### src/rtl/ascon_hash_ctrl.sv
// Ascon-Hash / Ascon-Hasha sponge controller.
// Owns the 320-bit sponge state, absorbs a 64-bit message stream, drives the
// en_p12/en_p8/done handshake of the multicycle permutation core and squeezes
// the 256-bit digest as four 64-bit beats (h0 first).
//
//   state    | meaning
//   ---------+-----------------------------------------------------------
//   S_IDLE   | waiting for start; state regs hold last value
//   S_INIT   | p12 over IV||0
//   S_ABSORB | msg_ready=1, XOR next word into x0
//   S_PERM_A | inter-block permutation (p12 Hash / p8 Hasha)
//   S_FINAL  | p12 after the padded last block
//   S_SQ_OUT | presenting x0 as digest beat cnt
//   S_PERM_S | inter-beat squeeze permutation (p12 Hash / p8 Hasha)
//
// The permutation request is a Moore output of the state, suppressed for one
// cycle after every done so the core always sees en low between requests and
// restarts from round 0, even on back-to-back permutations (PERM_A -> FINAL).

module ascon_hash_ctrl #(
  parameter bit HASHA = 1'b0
) (
  input  logic        clk,
  input  logic        rst_n,
  input  logic        start,
  output logic        busy,
  input  logic        msg_valid,
  output logic        msg_ready,
  input  logic [63:0] msg_data,
  input  logic        msg_last,
  input  logic [3:0]  msg_bytes,
  output logic        dig_valid,
  input  logic        dig_ready,
  output logic [63:0] dig_data,
  output logic        dig_last,
  output logic        perm_en_p12,
  output logic        perm_en_p8,
  output logic [63:0] perm_x0_o,
  output logic [63:0] perm_x1_o,
  output logic [63:0] perm_x2_o,
  output logic [63:0] perm_x3_o,
  output logic [63:0] perm_x4_o,
  input  logic [63:0] perm_x0_i,
  input  logic [63:0] perm_x1_i,
  input  logic [63:0] perm_x2_i,
  input  logic [63:0] perm_x3_i,
  input  logic [63:0] perm_x4_i,
  input  logic        perm_done
);

  localparam logic [63:0] IV      = HASHA ? 64'h00400c0400000100 : 64'h00400c0000000100;
  localparam logic [63:0] PAD_MSB = 64'h8000_0000_0000_0000;

  typedef enum logic [2:0] {
    S_IDLE,
    S_INIT,
    S_ABSORB,
    S_PERM_A,
    S_FINAL,
    S_SQ_OUT,
    S_PERM_S
  } state_e;

  state_e      state_q, state_d;
  logic [63:0] x0_q, x1_q, x2_q, x3_q, x4_q;
  logic [63:0] x0_d, x1_d, x2_d, x3_d, x4_d;
  logic        pad_pending_q, pad_pending_d;
  logic        gap_q, gap_d;
  logic [1:0]  cnt_q, cnt_d;

  logic        perm_state;
  logic        perm_long;
  logic        perm_req;
  logic        perm_fire;
  logic [3:0]  n_eff;
  logic [6:0]  byte_shift;
  logic [63:0] byte_mask;
  logic [63:0] pad_word;
  logic [63:0] last_word;

  assign perm_x0_o = x0_q;
  assign perm_x1_o = x1_q;
  assign perm_x2_o = x2_q;
  assign perm_x3_o = x3_q;
  assign perm_x4_o = x4_q;

  // Last-word masking and 0x80 padding; n=8 shifts everything out (mask all ones, pad 0).
  always_comb begin
    n_eff      = (msg_bytes > 4'd8) ? 4'd8 : msg_bytes;
    byte_shift = {n_eff, 3'b000};
    byte_mask  = ~({64{1'b1}} >> byte_shift);
    pad_word   = PAD_MSB >> byte_shift;
    last_word  = (msg_data & byte_mask) ^ pad_word;
  end

  // Permutation request decode: which rounds, and whether this cycle completes it.
  always_comb begin
    perm_state = (state_q == S_INIT) || (state_q == S_PERM_A) ||
                 (state_q == S_FINAL) || (state_q == S_PERM_S);
    perm_long  = (state_q == S_INIT) || (state_q == S_FINAL) || !HASHA;
    perm_req   = perm_state && !gap_q;
    perm_fire  = perm_req && perm_done;
  end

  // Next-state, datapath update and handshake outputs.
  always_comb begin
    state_d       = state_q;
    x0_d          = x0_q;
    x1_d          = x1_q;
    x2_d          = x2_q;
    x3_d          = x3_q;
    x4_d          = x4_q;
    pad_pending_d = pad_pending_q;
    cnt_d         = cnt_q;
    gap_d         = 1'b0;
    busy          = (state_q != S_IDLE);
    msg_ready     = 1'b0;
    dig_valid     = 1'b0;
    dig_data      = 64'd0;
    dig_last      = 1'b0;
    perm_en_p12   = perm_req && perm_long;
    perm_en_p8    = perm_req && !perm_long;

    if (perm_fire) begin
      x0_d  = perm_x0_i;
      x1_d  = perm_x1_i;
      x2_d  = perm_x2_i;
      x3_d  = perm_x3_i;
      x4_d  = perm_x4_i;
      gap_d = 1'b1;
    end

    case (state_q)
      S_IDLE: begin
        if (start) begin
          x0_d          = IV;
          x1_d          = 64'd0;
          x2_d          = 64'd0;
          x3_d          = 64'd0;
          x4_d          = 64'd0;
          pad_pending_d = 1'b0;
          cnt_d         = 2'd0;
          state_d       = S_INIT;
        end
      end
      S_INIT: begin
        if (perm_fire) state_d = S_ABSORB;
      end
      S_ABSORB: begin
        msg_ready = 1'b1;
        if (msg_valid) begin
          if (!msg_last) begin
            x0_d    = x0_q ^ msg_data;
            state_d = S_PERM_A;
          end else begin
            x0_d = x0_q ^ last_word;
            if (n_eff == 4'd8) begin
              pad_pending_d = 1'b1;
              state_d       = S_PERM_A;
            end else begin
              state_d = S_FINAL;
            end
          end
        end
      end
      S_PERM_A: begin
        if (perm_fire) begin
          if (pad_pending_q) begin
            x0_d          = perm_x0_i ^ PAD_MSB;
            pad_pending_d = 1'b0;
            state_d       = S_FINAL;
          end else begin
            state_d = S_ABSORB;
          end
        end
      end
      S_FINAL: begin
        if (perm_fire) begin
          cnt_d   = 2'd0;
          state_d = S_SQ_OUT;
        end
      end
      S_SQ_OUT: begin
        dig_valid = 1'b1;
        dig_data  = x0_q;
        dig_last  = (cnt_q == 2'd3);
        if (dig_ready) begin
          if (cnt_q == 2'd3) begin
            state_d = S_IDLE;
          end else begin
            cnt_d   = cnt_q + 2'd1;
            state_d = S_PERM_S;
          end
        end
      end
      S_PERM_S: begin
        if (perm_fire) state_d = S_SQ_OUT;
      end
      default: state_d = S_IDLE;
    endcase
  end

  // State register and sponge state; async reset aborts any operation.
  always_ff @(posedge clk or negedge rst_n) begin
    if (!rst_n) begin
      state_q       <= S_IDLE;
      x0_q          <= 64'd0;
      x1_q          <= 64'd0;
      x2_q          <= 64'd0;
      x3_q          <= 64'd0;
      x4_q          <= 64'd0;
      pad_pending_q <= 1'b0;
      gap_q         <= 1'b0;
      cnt_q         <= 2'd0;
    end else begin
      state_q       <= state_d;
      x0_q          <= x0_d;
      x1_q          <= x1_d;
      x2_q          <= x2_d;
      x3_q          <= x3_d;
      x4_q          <= x4_d;
      pad_pending_q <= pad_pending_d;
      gap_q         <= gap_d;
      cnt_q         <= cnt_d;
    end
  end

endmodule

### config.mk
export PLATFORM = sky130hd
export DESIGN_NAME = ascon_hash_ctrl
export DESIGN_NICKNAME = d
export VERILOG_FILES = /design/src/rtl/ascon_hash_ctrl.sv
export SDC_FILE = /design/constraint.sdc
export NUM_CORES = 1
export LEC_CHECK = 0
export ABC_AREA = 1
export BUFFER_PORTS_ARGS = -buffer_cell sky130_fd_sc_hd__buf_2
export CAP_MARGIN = 15
export CORE_AREA = 2 2 305 307
export CTS_BUF_LIST = sky130_fd_sc_hd__clkbuf_4 sky130_fd_sc_hd__clkbuf_8
export CTS_CLUSTER_SIZE = 25
export DETAILED_ROUTE_END_ITERATION = 8
export DIE_AREA = 0 0 307 309
export GPL_ROUTABILITY_DRIVEN = 0
export PLACE_DENSITY = 0.39
export SLEW_MARGIN = 10
export SYNTH_ARGS = -nofsm -noshare
export SYNTH_HDL_FRONTEND = slang
export SYNTH_SLANG_ARGS = --single-unit
### constraint.sdc
create_clock -name clk -period 2.9 [get_ports clk]
set_clock_uncertainty 0.2 [all_clocks]
set_input_delay 0.145 -clock clk [delete_from_list [all_inputs] [get_ports clk]]
set_output_delay 0.145 -clock clk [all_outputs]
set_load 0.01 [all_outputs]
## After elaboration in Yosys (flattened, before gate mapping)

Index checks and enable logic that the tools add are counted.

| word-level totals | value |
|---|---|
| register bits after elaboration | 327 |
| output and inout bits | 390 |
| logic and storage cells | 98 |

| cells by class | value |
|---|---|
| reductions and logical operators | 14 |
| $add $sub $neg | 1 |
| bitwise operators | 6 |
| muxes and demuxes | 47 |
| magnitude comparators | 1 |
| eq/ne operators | 18 |
| shift-type cells | 2 |

Operator list:

| kind | number |
|---|---|
| $mux 64 | 19 |
| $pmux 64 s3 | 1 |
| $xor 64x64->64 | 3 |
| $shr 64x7->64 const A | 2 |
| $and 64x64->64 | 1 |
| $not 64->64 | 1 |
| $mux 3 | 10 |
| $ne 2x2->1 const B | 9 |
| $pmux 3 s6 | 1 |
| $reduce_and 6->1 | 2 |
| $eq 3x3->1 const B | 3 |
| $mux 1 | 9 |
| $reduce_bool 3->1 | 3 |
| $mux 2 | 4 |
| $eq 3x2->1 const B | 2 |
| $pmux 2 s3 | 1 |
| $reduce_and 5->1 | 1 |
| $eq 4x4->1 const B | 1 |
| $gt 4x4->1 const B | 1 |
| $mux 4 | 1 |
| $eq 3x1->1 const B | 1 |
| $logic_not 3->1 | 1 |
| $logic_or 1x1->1 | 3 |
| $pmux 1 s3 | 1 |
| other kinds (7) | 8 |

## Logic depth before layout (Yosys ltp)

| depth | value |
|---|---|
| depth in word-level cells | 10 |
| depth in mapped cells | 12 |
| depth with buffers taken out | 12 |

## Least setup slack after synthesis

OpenSTA, ideal clock, no wires.

| path | value |
|---|---|
| path type | reg-to-reg |
| start | register state_q[2] |
| end | register x0_q[44], in the netlist perm_x0_o[44] |
| arrival | 1379 ps |
| data required time | 2567 ps |
| path buffers | 2 |
| library setup time | 133 ps |
| stages on the path, launching flop included | 9 |
| slack | 1187 ps |
| cell sequence | dfrtp_1 -> inv_2 -> nand3_2 -> nand3_2 -> nand3_4 -> buf_2 -> buf_2 -> o211ai_1 -> o21ai_0 |

| between the ends | value |
|---|---|
| longest elaborated chain between the ends | 10 |
| elaborated cells on any way between the ends | 17 |
| classes of those cells | eq/ne: 5; mux: 6; reduce/logical: 6 |

Ends and longest elaborated chain:

| element | RTL line | source |
|---|---|---|
| start: declaration | 64 | `state_e state_q, state_d;` |
| start signal: assignment | 216 | `state_q <= state_d;` |
| $eq 3x1->1 / $eq 3x2->1 (equally long branches) | 98, 133 |  |
| $logic_or 1x1->1 (2 in a row) | 98 | `perm_state = (state_q == S_INIT) \|\| (state_q == S_PERM_A) \|\|` |
| $logic_or 1x1->1 | 99 | `(state_q == S_FINAL) \|\| (state_q == S_PERM_S);` |
| $logic_and 1x1->1 | 101 | `perm_req = perm_state && !gap_q;` |
| $logic_and 1x1->1 | 102 | `perm_fire = perm_req && perm_done;` |
| $mux 64 | 124 | `if (perm_fire) begin` |
| $mux 64 | 168 | `if (pad_pending_q) begin` |
| $mux 64 | 167 | `if (perm_fire) begin` |
| $pmux 64 s3 (*) | 133 | `case (state_q)` |
| via x0_d[44] | 66 | `logic [63:0] x0_d, x1_d, x2_d, x3_d, x4_d;` |
| end signal: assignment | 207 | `x0_q <= 64'd0;` |
| end signal: assignment | 217 | `x0_q <= x0_d;` |
| end: declaration | 65 | `logic [63:0] x0_q, x1_q, x2_q, x3_q, x4_q;` |

Mark *: on every way through the listed nets, which the timed path passes. The rest lies on a longest branch.
A chain may end at the register's enable or synchronous reset.

## Worst setup path after layout

| path | value |
|---|---|
| start | register state_q[2] |
| end | register x0_q[20], in the netlist perm_x0_o[20] |

The elaborated chain is that of the path after synthesis.

==> metrics.md <==
| Metric | Value |
|---|---|
| Status | `completed` |
| Synth area leader | `dfrtp_1` |
| Clock-pin transition on the worst setup and hold timing paths | `50 ps` |
| Drt total wl | `73900 um` |
| CP Max Fanout | `22` |
| Initial antenna violation count | `10` |
| Global route overflow | `0` |
| CTS Root Cell | `clkbuf_8` |
| CP endpoint kind | `flip-flop` |
| Clock Tree Buf Depth | `3` |
| RSZ-0062 raised after global routing | `yes` |
| Number of synthesized flops with an enable pin | `0` |
| Pin count of the biggest net entering global routing | `143` |
| Detailed-route via count | `18100` |
| Area share of the largest cell type after synthesis | `0.541` |
| Max frequency | `0.357 GHz` |
| Chip Height | `309 um` |
| Most used cell, CP | `inv_2` |
| Worst vdd ir | `610 uV` |
| Layout fillers | `9928` |
| # clock sinks | `327` |
| Setup CP Type | `reg2reg` |
| Fraction of layout instances using a drive strength above 1 | `0.307` |
| Initial core utilization | `0.166` |
| Crit start category | `flip-flop` |
| CP Data Arrival Time | `3160 ps` |
| Syn Inst Count | `1886` |
| Drt initial violations | `1015` |
| Avg WL per Cell | `16.7 um` |
| FF+latch area | `8180 um^2` |
| CTS Buf Count | `68` |
| Placeable Area | `roughly 90000 um^2` |
| End-of-flow core utilization | `0.299` |
| Clock power share | `0.205` |
| Cell area after layout | `27300 um^2` |
| First-pass GRT wire length | `approximately 110000 um` |
| Die X-Extent | `307 um` |
| Psw | `around 12 mW` |
| Headroom to the max-slew limit | `0.407` |
| Total GRT Usage | `0.149` |
| Clock latency on the worst-skew pair | `610 ps` |
| Min-Delay Path Class | `in2reg` |
| Pwr Density | `1000 nW/um^2` |
| DR DRC count | `0` |
| Area growth syn-to-layout | `80.4%` |
| Tcrit/Tclk final | `0.966` |
| Critical-path top delay cell | `dlygate4sd3_1` |
| Logic pwr share | `0.496` |
| Worst Tran Pin Value | `just under 900 ps` |
| Port-buffer cells | `783` |
| Post-synth net total | `2282` |
| CP bufs+invs | `4` |
| Post-synthesis sequential area ratio | `0.541` |
| Int Pwr | `around 16 mW` |
| Total of max-cap violations | `0` |
| Top delay family on crit path | `buffers and inverters` |
| Sequential power share | `0.299` |
| Vias in the first global route | `18700` |
| DR pass1 iterations | `5` |
| Final ANT Viol Nets | `0` |
| Mapped Avg Cell Area | `8.02 um^2` |
| CP Cell Sequence | `nor2_1 -> inv_2 -> nor2_2 -> inv_2 -> nor2_4 -> inv_1 -> o31ai_1 -> dlygate4sd3_1` |
| Top post-synthesis cells by count | `nor2_1 (614), dfrtp_1 (327), o21ai_0 (248)` |
| Final Hold Vio Count | `0` |
| Dpl hpwl | `51100 um` |
| Leakage | `13.9 nW` |
| Final #Nets | `between 3000 and 4000` |
| Most instantiated library cell after synthesis | `nor2_1` |
| Worst slack, placed | `466 ps` |
| Synth area leaders | `dfrtp_1 (54%), nor2_1 (15%), o21ai_0 (8.2%)` |
| Synthesized cell area | `between 15000 and 20000 um^2` |
| Area after DPL | `20700 um^2` |
| CP Data Required Time | `3260 ps` |
| Total die area | `roughly 95000 um^2` |
| Crit path largest cell delay | `between 500 and 600 ps` |
| Yosys warns | `0` |
| Ports | `between 700 and 800` |
| Dpl cells | `3788` |
| H-tree levels | `3` |
| Max-slew violations | `0` |
| Final min period | `2800 ps` |
| CTS tree | `yes` |
| Placement Rows | `111` |
| Synth Flop Type | `dfrtp_1` |
| Multi-input gate area | `5970 um^2` |
| Post-DR vias/cell | `4.11` |
| Final setup viols | `0` |
| Fin cells | `4418` |
| Synth async-reset ratio | `1.00` |
| Distinct cells, synth | `31` |
| Count of state elements after synthesis | `roughly 330` |
| Final WS setup | `a little under 100 ps` |
| Switching Fraction | `0.425` |
placed cells by master, fill, tap and decap left out, drive strengths merged:
master	instances
o31ai	7
nand4	3
nand3b	6
inv	107
nand2	163
xor2	14
buf	849
conb	1
clkinvlp	1
clkinv	7
o22ai	10
o211ai	41
o2111ai	1
or2	6
ha	1
clkbuf	103
a21oi	49
dlygate4sd3	500
nor3	7
dfrtp	327
o21ai	365
diode	5
bufinv	4
nor2	618
nand3	37
timing repair:
action | CTS | global route
endpoints found under the hold margin | 653 | 0
endpoints found under the setup margin | 0 | 35
gates resized for setup | 0 | 2
buffers inserted | 0 | 6
hold buffers | 501 | 0
cells by family (layout without fill, tap and decap cells):
group,after synthesis,count (layout),synth area share
simple gates,840,840,0.218
other cells,1,6,0.000248
fa+ha+maj,1,1,0.000827
flops,327,327,0.541
xor+xnor,14,14,0.00811
buf+inv,230,1571,0.0662
compound gates,473,473,0.166
worst paths after layout:
check / start / end / slack [ps] / depth (start not counted)
max in group asynchronous: rst_n / perm_x3_o[27] / 1490 / 4
setup / recovery: state_q[2] / perm_x0_o[20] / 100 / 8
hold reg to reg: cnt_q[1] / cnt_q[1] / 300 / 2
setup reg to reg: state_q[2] / perm_x0_o[20] / 100 / 8
hold / removal: perm_done / perm_x0_o[15] / 20 / 6
min in group asynchronous: rst_n / perm_x0_o[25] / 560 / 4
worst min-delay path: stages:
cell and delay [ps]:
buf_2 130, nand3_4 160, nand2_1 80, o21ai_0 110, or2_0 120, nand2_1 50
final cells by class:
cell class                      count  area share
Antenna cell                        5    0.000458
Clock buffer                      103      0.0487
Clock inverter                     15     0.00756
Inverter                          104      0.0149
Multi-Input combinational cell   1329       0.219
Sequential cell                   327       0.300
Tap cell                         1186      0.0544
Timing Repair Buffer             1349       0.355
power by group through the flow:
stage / sequential, mW / combinational [mW] / clock [mW]
CTS: 8.17 / 13.6 / 5.87
detailed placement: 8.17 / 12.3 / 0
floorplan: 9.04 / 5.94 / 0
finish: 8.17 / 13.6 / 5.59
global route: 8.44 / 15.1 / 6.06
global placement: 8.24 / 12.3 / 0
state kept, by name (all words and copies together) (netlist names):
signal	cells
perm_x2_o	64
gap_q	1
pad_pending_q	1
perm_x4_o	64
perm_x0_o	64
perm_x3_o	64
state_q	3
cnt_q	2
perm_x1_o	64
routing by layer:
| metal | vias to the layer above | global-route usage | routed length (um) |
|---|---|---|---|
| met2 | 670 | 0.261 | 36500 |
| met4 | 12 | 0.0576 | 2610 |
| met1 | 8591 | 0.168 | 29100 |
| li1 | 8715 | - | - |
| met3 | 155 | 0.0465 | 5520 |
| met5 | - | 0 | 78 |
metrics by stage:
stage,setup TNS (ps),power (mW),hold slack [ps]
2_1_floorplan,0,15.0,-351
3_3_place_gp,0,20.5,-63.3
3_5_place_dp,0,20.5,-60.5
4_1_cts,0,27.6,0.487
5_1_grt,-239,29.6,10.5
6_report,0,27.3,20.7
(Power assumes the default switching activity.)
